[src/rtl/clock_div_ctrl_pkg.sv]
// ============================================================================
//  Module   : clock_div_ctrl_pkg
//  Brief    : Shared state encoding and default timing for clock_div_ctrl.
//  Revision : 1.0 - initial release
// ============================================================================
`default_nettype none

package clock_div_ctrl_pkg;

  typedef enum logic [1:0] {
    ST_IDLE   = 2'd0,
    ST_HOLD   = 2'd1,
    ST_SETTLE = 2'd2,
    ST_DONE   = 2'd3
  } state_e;

  localparam int c_DEFAULT_N  = 2;
  localparam int c_HOLD_CYC   = 4;
  localparam int c_SETTLE_CYC = 32;
  localparam int c_CNT_W      = 8;

endpackage

`default_nettype wire

[src/rtl/clock_div_ctrl_rr_arb2.sv]
// ============================================================================
//  Module   : rr_arb2
//  Brief    : Two-way round-robin arbiter with a one-bit priority pointer.
//  Revision : 1.0 - initial release
// ============================================================================
`default_nettype none

module rr_arb2 (
  input  logic       clk_i,
  input  logic       rst_i,
  input  logic [1:0] req_i,
  input  logic       advance_i,
  output logic [1:0] grant_o
);

  // ptr_q names the requester that wins a tie
  logic ptr_q;
  logic ptr_d;

  always_comb begin
    grant_o = req_i;
    if (req_i == 2'b11) begin
      grant_o = ptr_q ? 2'b10 : 2'b01;
    end
  end

  always_comb begin
    ptr_d = ptr_q;
    if (advance_i && (grant_o != 2'b00)) begin
      ptr_d = grant_o[0];
    end
  end

  always_ff @(posedge clk_i) begin
    if (rst_i) begin
      ptr_q <= 1'b0;
    end else begin
      ptr_q <= ptr_d;
    end
  end

endmodule

`default_nettype wire

[src/rtl/clock_div_ctrl.sv]
// ============================================================================
//  Module   : clock_div_ctrl
//  Brief    : Arbitrated reprogramming of a clock divider with hold/settle.
//  Revision : 1.0 - initial release
// ============================================================================
`default_nettype none

module clock_div_ctrl
  import clock_div_ctrl_pkg::*;
#(
  parameter int SIZE       = 3,
  parameter int DEFAULT_N  = c_DEFAULT_N,
  parameter int HOLD_CYC   = c_HOLD_CYC,
  parameter int SETTLE_CYC = c_SETTLE_CYC
) (
  input  logic            wb_clk_i,
  input  logic            wb_rst_i,
  input  logic [1:0]      req_i,
  input  logic [SIZE-1:0] req_n0_i,
  input  logic [SIZE-1:0] req_n1_i,
  output logic [1:0]      ack_o,
  output logic [1:0]      err_o,
  output logic [SIZE-1:0] div_n_o,
  output logic            div_resetb_o,
  output logic            busy_o
);

  state_e              state_q, state_d;
  logic [c_CNT_W-1:0]  cnt_q, cnt_d;
  logic [SIZE-1:0]     div_n_q, div_n_d;
  logic                div_resetb_q, div_resetb_d;
  logic                busy_q, busy_d;
  logic [1:0]          ack_q, ack_d;
  logic [1:0]          err_q, err_d;
  logic [1:0]          gnt_q, gnt_d;

  logic [1:0]          w_grant;
  logic                w_advance;
  logic [SIZE-1:0]     w_req_n;

  rr_arb2 u_arb (
    .clk_i     (wb_clk_i),
    .rst_i     (wb_rst_i),
    .req_i     (req_i),
    .advance_i (w_advance),
    .grant_o   (w_grant)
  );

  assign w_req_n = w_grant[1] ? req_n1_i : req_n0_i;

  always_comb begin
    state_d      = state_q;
    cnt_d        = cnt_q;
    div_n_d      = div_n_q;
    div_resetb_d = 1'b1;
    busy_d       = 1'b0;
    ack_d        = 2'b00;
    err_d        = 2'b00;
    gnt_d        = gnt_q;
    w_advance    = 1'b0;

    case (state_q)
      ST_IDLE: begin
        if (req_i != 2'b00) begin
          w_advance = 1'b1;
          gnt_d     = w_grant;
          // N=1 would stall the divider output at 0, so it is refused
          if (w_req_n == SIZE'(1)) begin
            state_d = ST_DONE;
            err_d   = w_grant;
          end else if (w_req_n == div_n_q) begin
            state_d = ST_DONE;
            ack_d   = w_grant;
          end else begin
            state_d      = ST_HOLD;
            div_n_d      = w_req_n;
            div_resetb_d = 1'b0;
            busy_d       = 1'b1;
            cnt_d        = c_CNT_W'(HOLD_CYC - 1);
          end
        end
      end

      ST_HOLD: begin
        busy_d = 1'b1;
        if (cnt_q == '0) begin
          state_d = ST_SETTLE;
          cnt_d   = c_CNT_W'(SETTLE_CYC - 1);
        end else begin
          div_resetb_d = 1'b0;
          cnt_d        = cnt_q - 1'b1;
        end
      end

      ST_SETTLE: begin
        if (cnt_q == '0) begin
          state_d = ST_DONE;
          ack_d   = gnt_q;
        end else begin
          busy_d = 1'b1;
          cnt_d  = cnt_q - 1'b1;
        end
      end

      ST_DONE: begin
        state_d = ST_IDLE;
      end

      default: begin
        state_d = ST_IDLE;
      end
    endcase
  end

  always_ff @(posedge wb_clk_i) begin
    if (wb_rst_i) begin
      state_q      <= ST_IDLE;
      cnt_q        <= '0;
      div_n_q      <= SIZE'(DEFAULT_N);
      div_resetb_q <= 1'b0;
      busy_q       <= 1'b0;
      ack_q        <= 2'b00;
      err_q        <= 2'b00;
      gnt_q        <= 2'b00;
    end else begin
      state_q      <= state_d;
      cnt_q        <= cnt_d;
      div_n_q      <= div_n_d;
      div_resetb_q <= div_resetb_d;
      busy_q       <= busy_d;
      ack_q        <= ack_d;
      err_q        <= err_d;
      gnt_q        <= gnt_d;
    end
  end

  assign ack_o        = ack_q;
  assign err_o        = err_q;
  assign div_n_o      = div_n_q;
  assign div_resetb_o = div_resetb_q;
  assign busy_o       = busy_q;

endmodule

`default_nettype wire
[config.mk]
export PLATFORM = sky130hd
export DESIGN_NAME = clock_div_ctrl
export DESIGN_NICKNAME = d
export VERILOG_FILES = /design/src/rtl/clock_div_ctrl_pkg.sv /design/src/rtl/clock_div_ctrl_rr_arb2.sv /design/src/rtl/clock_div_ctrl.sv
export SDC_FILE = /design/constraint.sdc
export NUM_CORES = 1
export LEC_CHECK = 0
export CAP_MARGIN = 20
export CORE_MARGIN = 3
export CORE_UTILIZATION = 59
export DETAILED_ROUTE_END_ITERATION = 8
export PLACE_DENSITY = 0.84
export SLEW_MARGIN = 30
export SYNTH_ARGS = -nofsm -noshare
export SYNTH_HDL_FRONTEND = slang
export SYNTH_SLANG_ARGS = --single-unit
[constraint.sdc]
create_clock -name wb_clk_i -period 3.9 [get_ports wb_clk_i]
set_input_delay 0.78 -clock wb_clk_i [delete_from_list [all_inputs] [get_ports wb_clk_i]]
set_output_delay 0.78 -clock wb_clk_i [all_outputs]
set_load 0.05 [all_outputs]
==> results of run 1 <==
-- power breakdown --
group	total, mW	switching [mW]	internal, mW
Clock	0.176	0.0723	0.104
Sequential	0.346	0.0583	0.288
Combinational	0.787	0.492	0.295
Total	1.31	0.622	0.688
-- flip-flops by register name (all words and copies together), names as in the netlist --
name and count:
div_n_o 3, busy_o 1, div_resetb_o 1, u_arb.ptr_q 1, ack_o 2, state_q 2, err_o 2, cnt_q 8
gnt_q 2
-- worst paths after layout --
kind / end / cells past startpoint / slack [ps] / start
min: gnt_q[1]$_SDFFE_PP0P_ / 2 / 470 / gnt_q[1]$_SDFFE_PP0P_
max: cnt_q[1]$_SDFFE_PP0P_ / 8 / 830 / req_i[0]
max reg2reg: cnt_q[1]$_SDFFE_PP0P_ / 7 / 1330 / u_arb.ptr_q$_SDFFE_PP0P_
min reg2reg: gnt_q[1]$_SDFFE_PP0P_ / 2 / 470 / gnt_q[1]$_SDFFE_PP0P_
-- stage by stage --
stage / cell area [sq um] / utilization [%] / cells / hold WS, ps
6_report: 1760 / 75.8 / 234 / 475
5_1_grt: 1760 / 75.8 / 234 / 493
4_1_cts: 1760 / 75.8 / 234 / 478
3_5_place_dp: 1710 / 73.6 / 230 / 459
2_1_floorplan: 1520 / - / 188 / 437
3_3_place_gp: 1710 / 73.6 / 230 / 449
-- cells in the mapped netlist (all sizes together), types with 2 or more instances --
library cell | n | area (sq um)
dfxtp | 22 | 440
o311ai | 2 | 17.5
o31ai | 5 | 37.5
nor2b | 2 | 12.5
mux2 | 3 | 33.8
nand3 | 4 | 20.0
nand3b | 2 | 15.0
nand4 | 3 | 18.8
and3 | 4 | 26.3
nand2b | 4 | 25.0
nor2 | 15 | 56.3
clkbuf | 4 | 25.0
a211oi | 7 | 52.6
buf | 2 | 15.0
a21oi | 21 | 109
and2 | 2 | 15.0
mux2i | 3 | 42.5
o21a | 2 | 15.0
nor3 | 6 | 30.0
a32oi | 3 | 26.3
ha | 6 | 75.1
a211o | 3 | 26.3
o41ai | 2 | 17.5
nand2 | 19 | 87.6
a31oi | 3 | 18.8
o211ai | 2 | 15.0
o21ai | 10 | 53.8
or4 | 3 | 22.5
inv | 9 | 33.8
-- cell type report --
type | instances | area, sq um
Tap cell | 28 | 35.0
Clock inverter | 1 | 30.0
Timing Repair Buffer | 20 | 195
Inverter | 9 | 33.8
Multi-Input combinational cell | 151 | 1000
Fill cell | 161 | 561
Clock buffer | 3 | 22.5
Sequential cell | 22 | 440
-- layer usage --
metal  track usage [%]  routed length, um  share of wire (%)  vias to the layer above
met5                 0                  0                  0                        -
met4              3.39                 22               0.66                        0
met3              3.68                239                7.1                        4
met2              34.5               1460                 44                       61
met1              33.4               1620                 48                      690
li1                  -                  -                  -                      748
-- logic make-up (layout without fill, tap and decap cells) --
family	Yosys count	count (layout)	share of synthesized area (%)
flops	22	22	29.1
mux	6	6	5.04
xor+xnor	1	1	0.578
fa+ha+maj	6	6	4.95
compound gates	69	69	31.4
buf+inv	15	33	4.87
simple gates	69	69	24.1
-- critical path: cells and delay by family --
kind | cells | cell delay [ps]
AO/OA/AOI/OAI | 3 | 990
buffers and inverters | 1 | 520
AND/OR/NAND/NOR | 3 | 620
multiplexers | 1 | 360
==> reports/results.txt, run 1 <==
In the post-route analysis, the smallest setup slack over all paths is 825 ps. The tree is rooted in a clkbuf_4. STA classifies the critical path startpoint as an input port. Power spread over the standard cell area amounts to 745 nW/um^2. The number of hold buffers added after CTS was 0. The headroom to the max-slew limit came out at 44.0%. In the final design database the tool counted 223 nets. The final setup violation count is 0. For this block, the routed nets add up to 3340 um of wire.

Setup total negative slack on the finished layout was measured at 0 ps. During synthesis, Yosys emitted a total of 0 warnings. Averaged over all synthesized cells, the footprint is 8.06 sq um. At the end of routability-driven placement, the weighted congestion stood at 0.930. The flow ran to the end, and the final reports show no timing, DRC or antenna violations.

The clock passes through at most 2 buffers. The library cells used most frequently in the layout, excluding fill and tap cells, are 22 x dfxtp_1, 20 x a21oi_1, 18 x nand2_1, 18 x clkdlybuf4s50_1, 15 x nor2_1. Worst hold-check path type: reg -> reg. For the mapped cell area, the log shows 1520 sq um. The placement row count is 17. The run gives 22.5% as the total global routing track utilization. Of all flip-flops after synthesis, the portion carrying an async set or reset was 0%. For this run, design rule violations remaining after detail routing come to 0.

Relative to the synthesized area, the layout overhead comes to 16.0%. The gate count of the mapped netlist is 188. Dividing the final minimum period by the clock period gives 78.8%. TritonCTS built the clock tree. Dividing the detail-routed wire length by the instance count gives 14.3 um.

Summed over all layers, the global routing overflow is 0. 0 antenna diodes ended up in the layout. At the later pin of the worst-skew pair, clock insertion delay measures 310 ps.

Across the VDD grid, the largest voltage drop is 0.000696 V. The run gives 3280 ps as the arrival time of the worst setup path. The run gives 76 as the number of DRC violations after detailed-routing iteration 0. The number of clock buffers added by TritonCTS is 3. The post-route netlist has 8.74% of its cells at a drive strength greater than 1.

At the pin with the least slew margin, the transition time is 838 ps. Max-cap violations in this run came to 0. The via density per instance is 6.42, and the buffers inserted during post-CTS setup optimization is 0. The post-synthesis net count came out at 204. Number of global-route vias before repair: 1316.

The largest stage delay on the critical path was 520 ps. After synthesis the netlist holds a flip-flop and latch count of 22. Clock tree synthesis found a total of 22 sinks. OpenSTA, run right after detailed placement, puts the worst setup slack at 563 ps. The library cell used most frequently in the layout, excluding fill and tap cells, is dfxtp_1. For the number of antenna violations at the first check in global routing, the log shows 0. The pre-antenna-repair detailed-routing pass consisted of 4 iterations. The run gives 1.31 mW as the overall power of the completed layout. STA puts the critical path data required time at 4110 ps.

Counting flops with a built-in enable in the synthesized netlist gives 0. The count of pins over their slew limit is 0. Post-CTS repair changed the size of 0 cells. The worst setup path is of the in -> reg kind. The antenna violation net count after detailed routing was 0; the cell leakage power was 0.704 nW. The clock period minus final worst setup slack was 3070 ps; the clock skew after layout was 14.2 ps. The worst setup path is captured at a register. The cell at the slowest stage of the critical path was clkdlybuf4s50_1.

After synthesis, the netlist uses 52 different library cells. For this run, the leading register cell type out of synthesis is dfxtp_1. After synthesis, flip-flops and latches occupy 29.1% of the total area. The logs give 0 for the total count of hold-check failures in the final report and 3210 sq um for the die footprint.

The logs give 1 for the H-tree level count and 325 MHz for the top achievable clock speed. The die is 56.7 um tall. The routed layout has 1503 vias. The first global-routing pass estimated 5920 um of wire.

The area inside the core boundary was 2320 sq um. Walking the worst path, the cells encountered are clkdlybuf4s50_1 -> nand2b_1 -> a21oi_1 -> nand2_1 -> a211oi_1 -> o211ai_1 -> nand3_1 -> mux2_2. Entering global routing, the biggest net connects 24 pins. The HPWL after detailed placement is 2630 um. Along the worst path, the maximum fanout reaches 9.

Clock-pin slew was measured on the worst setup and hold paths at 140 ps. The die is 56.7 um wide. Pin placement for this block handled 19 I/O pins. Setup repair after global routing left no endpoint under its margin.

Effective utilization at floorplan: 65.4%. Input and output buffers added on the ports amount to 18.
No activity file was read; power rests on OpenSTA's default activity.
==> run 2: changes to the inputs <==
--- a/config.mk
+++ b/config.mk
@@ -7,9 +7,9 @@
 export LEC_CHECK = 0
 export CAP_MARGIN = 20
 export CORE_MARGIN = 3
-export CORE_UTILIZATION = 59
+export CORE_UTILIZATION = 49
 export DETAILED_ROUTE_END_ITERATION = 8
-export PLACE_DENSITY = 0.84
+export PLACE_DENSITY = 0.75
 export SLEW_MARGIN = 30
 export SYNTH_ARGS = -nofsm -noshare
 export SYNTH_HDL_FRONTEND = slang
==> constraint.sdc (replaced) <==
create_clock -name wb_clk_i -period 2.65 [get_ports wb_clk_i]
set_input_delay 0.53 -clock wb_clk_i [delete_from_list [all_inputs] [get_ports wb_clk_i]]
set_output_delay 0.53 -clock wb_clk_i [all_outputs]
set_load 0.05 [all_outputs]
==> run 2 against run 1 <==
Effect of this change:
- core utilization down 8.2 points
- setup slack lost 690 ps
- highest routed layer unchanged
- largest cell class unchanged
- clock power is 49% higher
- critical endpoint is now cnt_q[0]$_SDFFE_PP0P_
- largest power group unchanged
==> reports/results.txt, run 2 (synthesized netlist as in run 1, its figures left out) <==
The run finished with clean final reports. For the detailed-route wire length, the log shows 3880 um (+16%). The most common cell after layout, fill and taps aside was dfxtp_1. The placement row count is 19 (+2), and the sum of met3 wire segment lengths after detailed routing is 188 um (-21%). The width of the chip is 61.6 um (+8.7%). In the layout the commonest cells are 22 x dfxtp_1, 21 x buf_4, 20 x a21oi_1, 18 x nand2_1, 18 x clkdlybuf4s50_1. The overflow left after global routing was 0 (unchanged); the largest stage delay on the critical path was 480 ps (-40 ps).

The routed via count is 1573 (+4.7%). The category of the worst setup path launch point is an input port. Cell at the slowest stage of the critical path: clkdlybuf4s50_1. The fraction of power spent switching nets was 46.6% (-0.94 points). The final cell count without fillers is 257 (+9.8%), and the maximum number of pins on one net before global-route repair is 15 (-38%). The iteration count of the initial detailed-routing pass was 4 (unchanged); the final setup violation count was 0 (unchanged). The total count of hold-check failures in the final report came out at 0 (unchanged). The CTS clock-pin slew for the worst setup and hold paths is 130 ps (about the same), and the number of clock sinks is 22 (unchanged).

Worst voltage drop across the vdd grid: 0.000704 V (+1.1%). The total global routing track utilization came out at 22.8% (+0.32 points). The run gives 24.8% (-1.6 points) as the register share of total power.

Post-detailed-route DRC marker count: 0 (unchanged). The height of the die works out to 61.6 um (+8.7%). In this run the worst hold path is classified as reg -> reg. The share of final-layout standard cells stronger than drive strength 1 came out at 17.3% (+8.5 points).

Maximum fanout along the worst path: 9 (unchanged). The run gives 0 (unchanged) as the final antenna diode count. First-pass GRT wire length: 6520 um (+10%). The worst setup path is of the in -> reg kind. The number of clock buffers inserted by TritonCTS was 3 (unchanged); the routed wire length per instance was 15.1 um (+5.5%). The antenna violation net count after detailed routing was 0 (unchanged). The arrival time of the worst setup path is 2740 ps (-540 ps).

For the buffers inserted during post-CTS setup optimization, the log shows 0 (unchanged). The total negative slack for setup checks is 0 ps (unchanged), and the number of DRC violations after detailed-routing iteration 0 is 140 (+84%). From synthesis to final layout, the design area changed by 27.3%. The detailed placement HPWL came out at 3100 um (+18%). The cell depth of the worst min-delay path is 2 (unchanged). The required time of the critical path was 2870 ps (-1240 ps). The logs give 3800 sq um (+18%) for the die footprint and 53.1% (-12 points) for the effective utilization at floorplan. The total internal power was 1.11 mW (+62%); the slew at the pin closest to its max-slew limit was 622 ps (-216 ps). The number of cells on the worst reg-to-reg path was 9 (+2); the number of global-route vias before repair was 1445 (+9.8%). TritonCTS built the clock tree. The run gives 2850 sq um (+23%) as the area inside the core boundary. The placed instance count is 253 (+10%).

The via density per instance was 6.12 (-4.7%). The met2 wire length was 1790 um (+22%); the cell leakage power was 0.807 nW (+14%). Traced cell by cell, the critical path runs through clkdlybuf4s50_1 -> nand2b_1 -> buf_12 -> a21oi_1 -> nand2_1 -> a211oi_1 -> o21ai_0 -> nand3_1 -> mux2_2. The headroom to the max-slew limit is 58.2% (+14 points).

The detailed router used layers up to and including met4. For the number of gates resized after cts, the log shows 0 (unchanged). For the power spent charging and discharging nets, the log shows 0.968 mW (+56%). Kind of end point of the critical path: a register. The flip-flop count of the largest register after layout was 8 (unchanged); the total power density per cell area was 1080 nW/um^2 (+45%). The routed length on met1 was 1830 um (+13%); the clock period minus final worst setup slack was 2520 ps. For the part of the power in combinational logic, the log shows 62.5% (+2.4 points). The count of pins over their slew limit is 0 (unchanged), and the clock network power share is 12.6% (-0.9 points). The run gives 320 ps (about the same) as the insertion delay of the later-clocked pin in the worst-skew pair.

The number of nets in the layout is 243 (+9.0%), and the clock skew after layout is 2.22 ps (-12.0 ps). The H-tree level count came out at 1 (unchanged). The register with the most flip-flops in the final layout is cnt_q. Maximum count of clock buffers along a single path: 2 (unchanged).

After layout, the worst path uses 94.9% of the clock period. The number of antenna violations at the first check in global routing is 0 (unchanged). Setup repair after global routing left no endpoint under its margin. The tools report the count of maximum capacitance violations as 0 (unchanged). The number of I/O port buffers came out at 18 (unchanged). The root buffer cell chosen for the clock tree is clkbuf_4.

Derived from the worst setup path, the maximum achievable clock frequency is 397 MHz. The logs give 0.859 (-7.6%) for the final weighted congestion in routability-driven placement and 19 (unchanged) for the I/O pin count. The number of buffers inserted by hold repair at cts came out at 0 (unchanged).
run 2: cell types whose count changed in the layout (fill, tap and decap cells not counted):
cell,previous run,this run
buf_4,2,21
buf_12,0,1
a211oi_1,7,6
a211oi_2,0,1
run 2: worst max-delay path, delay by kind of cell:
kind,cells,cell delay [ps]
muxes,1,350
buffers and inverters,2,630
AOI/OAI and AO/OA,3,800
and+or+nand+nor,3,430
run 2: worst paths after layout:
| kind | startpoint | to | slack (ps) |
|---|---|---|---|
| min | gnt_q[1]$_SDFFE_PP0P_ | ack_o[1]$_SDFF_PP0_ | 470 |
| max | req_i[0] | cnt_q[0]$_SDFFE_PP0P_ | 130 |
| min reg2reg | gnt_q[1]$_SDFFE_PP0P_ | ack_o[1]$_SDFF_PP0_ | 470 |
| max reg2reg | cnt_q[0]$_SDFFE_PP0P_ | cnt_q[6]$_SDFFE_PP0P_ | 370 |
run 2: power groups by stage:
stage / Sequential (mW) / Clock [mW] / Combinational, mW
after floorplan: 0.611 / 0 / 0.779
after global placement: 0.514 / 0 / 1.25
after detailed placement: 0.519 / 0 / 1.28
after CTS: 0.513 / 0.265 / 1.29
after global routing: 0.532 / 0.282 / 1.43
final: 0.516 / 0.262 / 1.30
run 2: per-layer routing:
metal / global-route usage, % / up-vias
met1: 30.9 / 735
met3: 4.19 / 9
met5: 0 / -
met4: 6.97 / 0
met2: 36.6 / 38
li1: - / 791
run 2: area by class of cell:
cell class	count	area, sq um
clock buffers	3	22.5
clock inverters	1	30.0
fillers	242	923
inverters	9	33.8
multi-input cells	151	1010
flip-flops and latches	22	440
well taps	31	38.8
repair buffers	40	358
run 2: stage by stage:
stage	hold slack [ps]	power (mW)	setup slack (ps)	cell area, sq um	utilization (%)
global route	488	2.24	39.9	1930	67.6
detailed placement	456	1.80	-210	1870	65.6
finish	468	2.08	134	1930	67.6
CTS	474	2.06	111	1920	67.5
global placement	446	1.76	-153	1870	65.6
floorplan	437	1.39	313	1520	-
==> run 3: changes to the inputs <==
==> constraint.sdc (replaced) <==
create_clock -name wb_clk_i -period 2.23 [get_ports wb_clk_i]
set_input_delay 0.446 -clock wb_clk_i [delete_from_list [all_inputs] [get_ports wb_clk_i]]
set_output_delay 0.446 -clock wb_clk_i [all_outputs]
set_load 0.05 [all_outputs]
==> run 3 against run 2 <==
Effect of this change:
- count of clock-buffer cells in the layout grew 1
- critical path depth grew 1
- clock skew grew 4.6 ps
- die area is the same
- critical endpoint is now cnt_q[6]$_SDFFE_PP0P_
- worst hold slack is essentially flat
- non-clock buffer count grew 13
- combinational power grew 42%
- design area grew 13%
- clock power shrank 11%
- sequential share of layout area shrank 2.4 points
- cell count grew 5.1%
- sequential power grew 23%
==> reports/results.txt, run 3 (synthesized netlist as in run 1, its figures left out) <==
The flow ran to the end, and the final reports show no timing, DRC or antenna violations. The placement row count came out at 19 (unchanged). The cell at the root of the clock tree is clkbuf_4.

The cell occurring most often along the worst timing path is buf_4. The tools report the iteration count of the initial detailed-routing pass as 5 (+1). The area inside the core boundary was 2850 sq um (unchanged). The CTS clock-pin slew for the worst setup and hold paths was 130 ps (about the same); the arrival time of the worst setup path was 2390 ps (-350 ps). For this run, the top clock speed supported by timing is 456 MHz.

TritonCTS built the clock tree. The total global routing track utilization is 27.0% (+4.2 points). Headroom to the max-slew limit: 65.3% (+7.1 points). The tools report the beginning of the critical path as cnt_q[0]$_SDFFE_PP0P_.

The logs give 0 (unchanged) for the antenna violation net count after detailed routing and 0 (unchanged) for the overflow left after global routing. The run gives 261 (+3.2%) as the placed instance count. The maximum fanout along the worst path came out at 5 (-4).

Counting flops per register, the top entry is cnt_q. The largest stage delay on the critical path came out at 360 ps (-120 ps). Cell leakage power: 0.910 nW (+13%). Setup repair after global routing could not meet its margin everywhere. For the finished layout, the period the worst path requires is 2190 ps. The clock network power share was 8.5% (-4.1 points).

Broken down by cell family, the worst path's largest delay share belongs to compound AO/OA/AOI/OAI gates. For the clock skew after layout, the log shows 6.80 ps (+4.58 ps). For the required time of the critical path, the log shows 2430 ps (-440 ps). STA classifies the critical path endpoint as a register.

The worst voltage drop across the vdd grid is 0.00105 V (+49%), and the post-route cell area is 2180 sq um (+13%). Detailed-route wire length: 4850 um (+25%). Leaving out fill and tap cells, the most frequent cell in the layout is buf_4. The tools report the fraction of the core area covered by cells at the end of the flow as 76.4% (+8.7 points).

Worst hold-check path type: reg -> reg. For the final setup violation count, the log shows 0 (unchanged). The logs give 0 (unchanged) for the post-detailed-route DRC marker count and 22 (unchanged) for the number of clock sinks. The slew at the pin closest to its max-slew limit was 520 ps (-103 ps). Endpoint of the lowest-slack register-to-register path: cnt_q[6]$_SDFFE_PP0P_. Compared with the post-synthesis result, the final layout area differs by 43.8%. The buffers plus inverters on the worst setup path was 3 (+1); the via density per instance was 6.39 (+4.4%).

The routed wire length per instance was 17.9 um (+19%); the die footprint was 3800 sq um (unchanged). The total power density per cell area came out at 1250 nW/um^2 (+16%). The first-pass GRT wire length is 7540 um (+16%), and the flip-flop count of the largest register after layout is 8 (unchanged). The maximum number of pins on one net before global-route repair came out at 14 (-1). The I/O pin count is 19 (unchanged).

The tools report the worst hold slack as 468 ps (-0.0380 ps). The cell depth of the worst min-delay path is 2 (unchanged), and the number of global-route vias before repair is 1617 (+12%). The fraction of power spent switching nets is 48.4% (+1.8 points). For the H-tree level count, the log shows 1 (unchanged).

The power spent charging and discharging nets was 1.32 mW (+36%). The number of antenna violations at the first check in global routing came out at 0 (unchanged). The total count of hold-check failures in the final report is 0 (unchanged). The width of the chip was 61.6 um (unchanged). For the count of maximum capacitance violations, the log shows 0 (unchanged). The logs give 2.72 mW (+31%) for the overall power of the completed layout and 270 (+5.1%) for the final cell count without fillers. The logs give 23.4% (-1.4 points) for the register share of total power and 0 (unchanged) for the count of pins over their slew limit.

The slowest stage of the critical path is the dfxtp_2 cell. Category of the worst setup path launch point: a register. Number of DRC violations after detailed-routing iteration 0: 158 (+13%). The total number of cells along the worst setup path works out to 10 (+1).

The library cells used most frequently in the layout, excluding fill and tap cells, are 34 x buf_4, 19 x dfxtp_1, 17 x nand2_1, 16 x a21oi_1, 14 x nor2_1. For the final weighted congestion in routability-driven placement, the log shows 0.865 (+0.76%). The height of the die was 61.6 um (unchanged); the effective utilization at floorplan was 53.1% (unchanged). The run gives 1725 (+9.7%) as the routed via count. The number of cells on the worst reg-to-reg path is 10 (+1), and the number of nets in the layout is 256 (+5.3%). The run gives 40 ps (-330 ps) as the setup slack on the worst flop-to-flop path. For the total internal power, the log shows 1.41 mW (+27%).

The startpoint identified for the worst register-to-register timing path is cnt_q[0]$_SDFFE_PP0P_. The tools report the hold path endpoint as gnt_q[1]$_SDFFE_PP0P_. The final cycle utilization of the critical path was 98.3%; the placement-stage cell area was 1920 sq um (+2.6%). The number of clock buffers inserted by TritonCTS was 3 (unchanged).

Number of I/O port buffers: 18 (unchanged). The classification of the worst setup path was reg -> reg. For the part of the power in combinational logic, the log shows 68.0% (+5.5 points). The logs give 3260 um (+5.2%) for the detailed placement HPWL and 0 (unchanged) for the final antenna diode count. In this run the most critical hold path is launched from gnt_q[1]$_SDFFE_PP0P_.

For the maximum count of clock buffers along a single path, the log shows 2 (unchanged). The critical path goes through inv_1 -> ha_1 -> nor4b_1 -> buf_4 -> and3_2 -> a211oi_2 -> buf_4 -> nand2_1 -> o311ai_1 -> o31ai_2. The insertion delay of the later-clocked pin in the worst-skew pair was 320 ps (about the same); the share of final-layout standard cells stronger than drive strength 1 was 33.1% (+16 points).
## run 3: changes by cell type in the layout (fill, tap and decap cells not counted), sizes merged
| cell | delta |
|---|---|
| buf | +13 |
| dlymetal6s2s | +3 |
| clkdlybuf4s50 | -6 |
| bufinv | -1 |
| dlygate4sd2 | +3 |
| clkbuf | +1 |
## run 3: worst max path at each step
stage / endpoint
finish: cnt_q[6]$_SDFFE_PP0P_
global route: cnt_q[6]$_SDFFE_PP0P_
floorplan: cnt_q[0]$_SDFFE_PP0P_
detailed placement: cnt_q[6]$_SDFFE_PP0P_
global placement: cnt_q[6]$_SDFFE_PP0P_
CTS: cnt_q[2]$_SDFFE_PP0P_
## run 3: final cells by class
class / count / area, sq um
Multi-Input combinational cell: 151 / 1170
Fill cell: 200 / 674
Timing Repair Buffer: 53 / 450
Sequential cell: 22 / 444
Tap cell: 31 / 38.8
Clock buffer: 4 / 36.3
Inverter: 9 / 33.8
## run 3: through the flow
step	setup TNS (ps)	worst slack [ps]
final	0	36.9
after global routing	-46.4	-18.3
after detailed placement	-7480	-612
after global placement	-6710	-512
after CTS	0	21.0
after floorplan	0	48.9
## run 3: worst register-to-register path, delay by kind of cell, from the launching register on
kind,cells,cell delay (ps)
AOI/OAI and AO/OA,3,670
and+or+nand+nor,3,440
buffers and inverters,3,390
DFF,1,360
adders and majority gates,1,200
## run 3: metal layers
metal / track usage, % / share of wire [%]
met3: 4.61 / 6.9
met2: 44.8 / 48
met5: 0 / 0
met1: 35.0 / 42
met4: 9.39 / 2.3
## run 3: power groups by stage
stage                     Sequential (mW)  Clock [mW]  Combinational (mW)
after floorplan                     0.728           0               0.926
after global placement              0.612           0                1.56
after detailed placement            0.616           0                1.61
after CTS                           0.622       0.226                1.72
after global routing                0.651       0.251                2.00
final                               0.637       0.233                1.85
## run 3: what timing repair did
action,4_1_cts,5_1_grt
pin swaps,8,6
hold buffers,0,0
endpoints found under the setup margin,13,14
buffers inserted,4,1
resized for setup,24,21
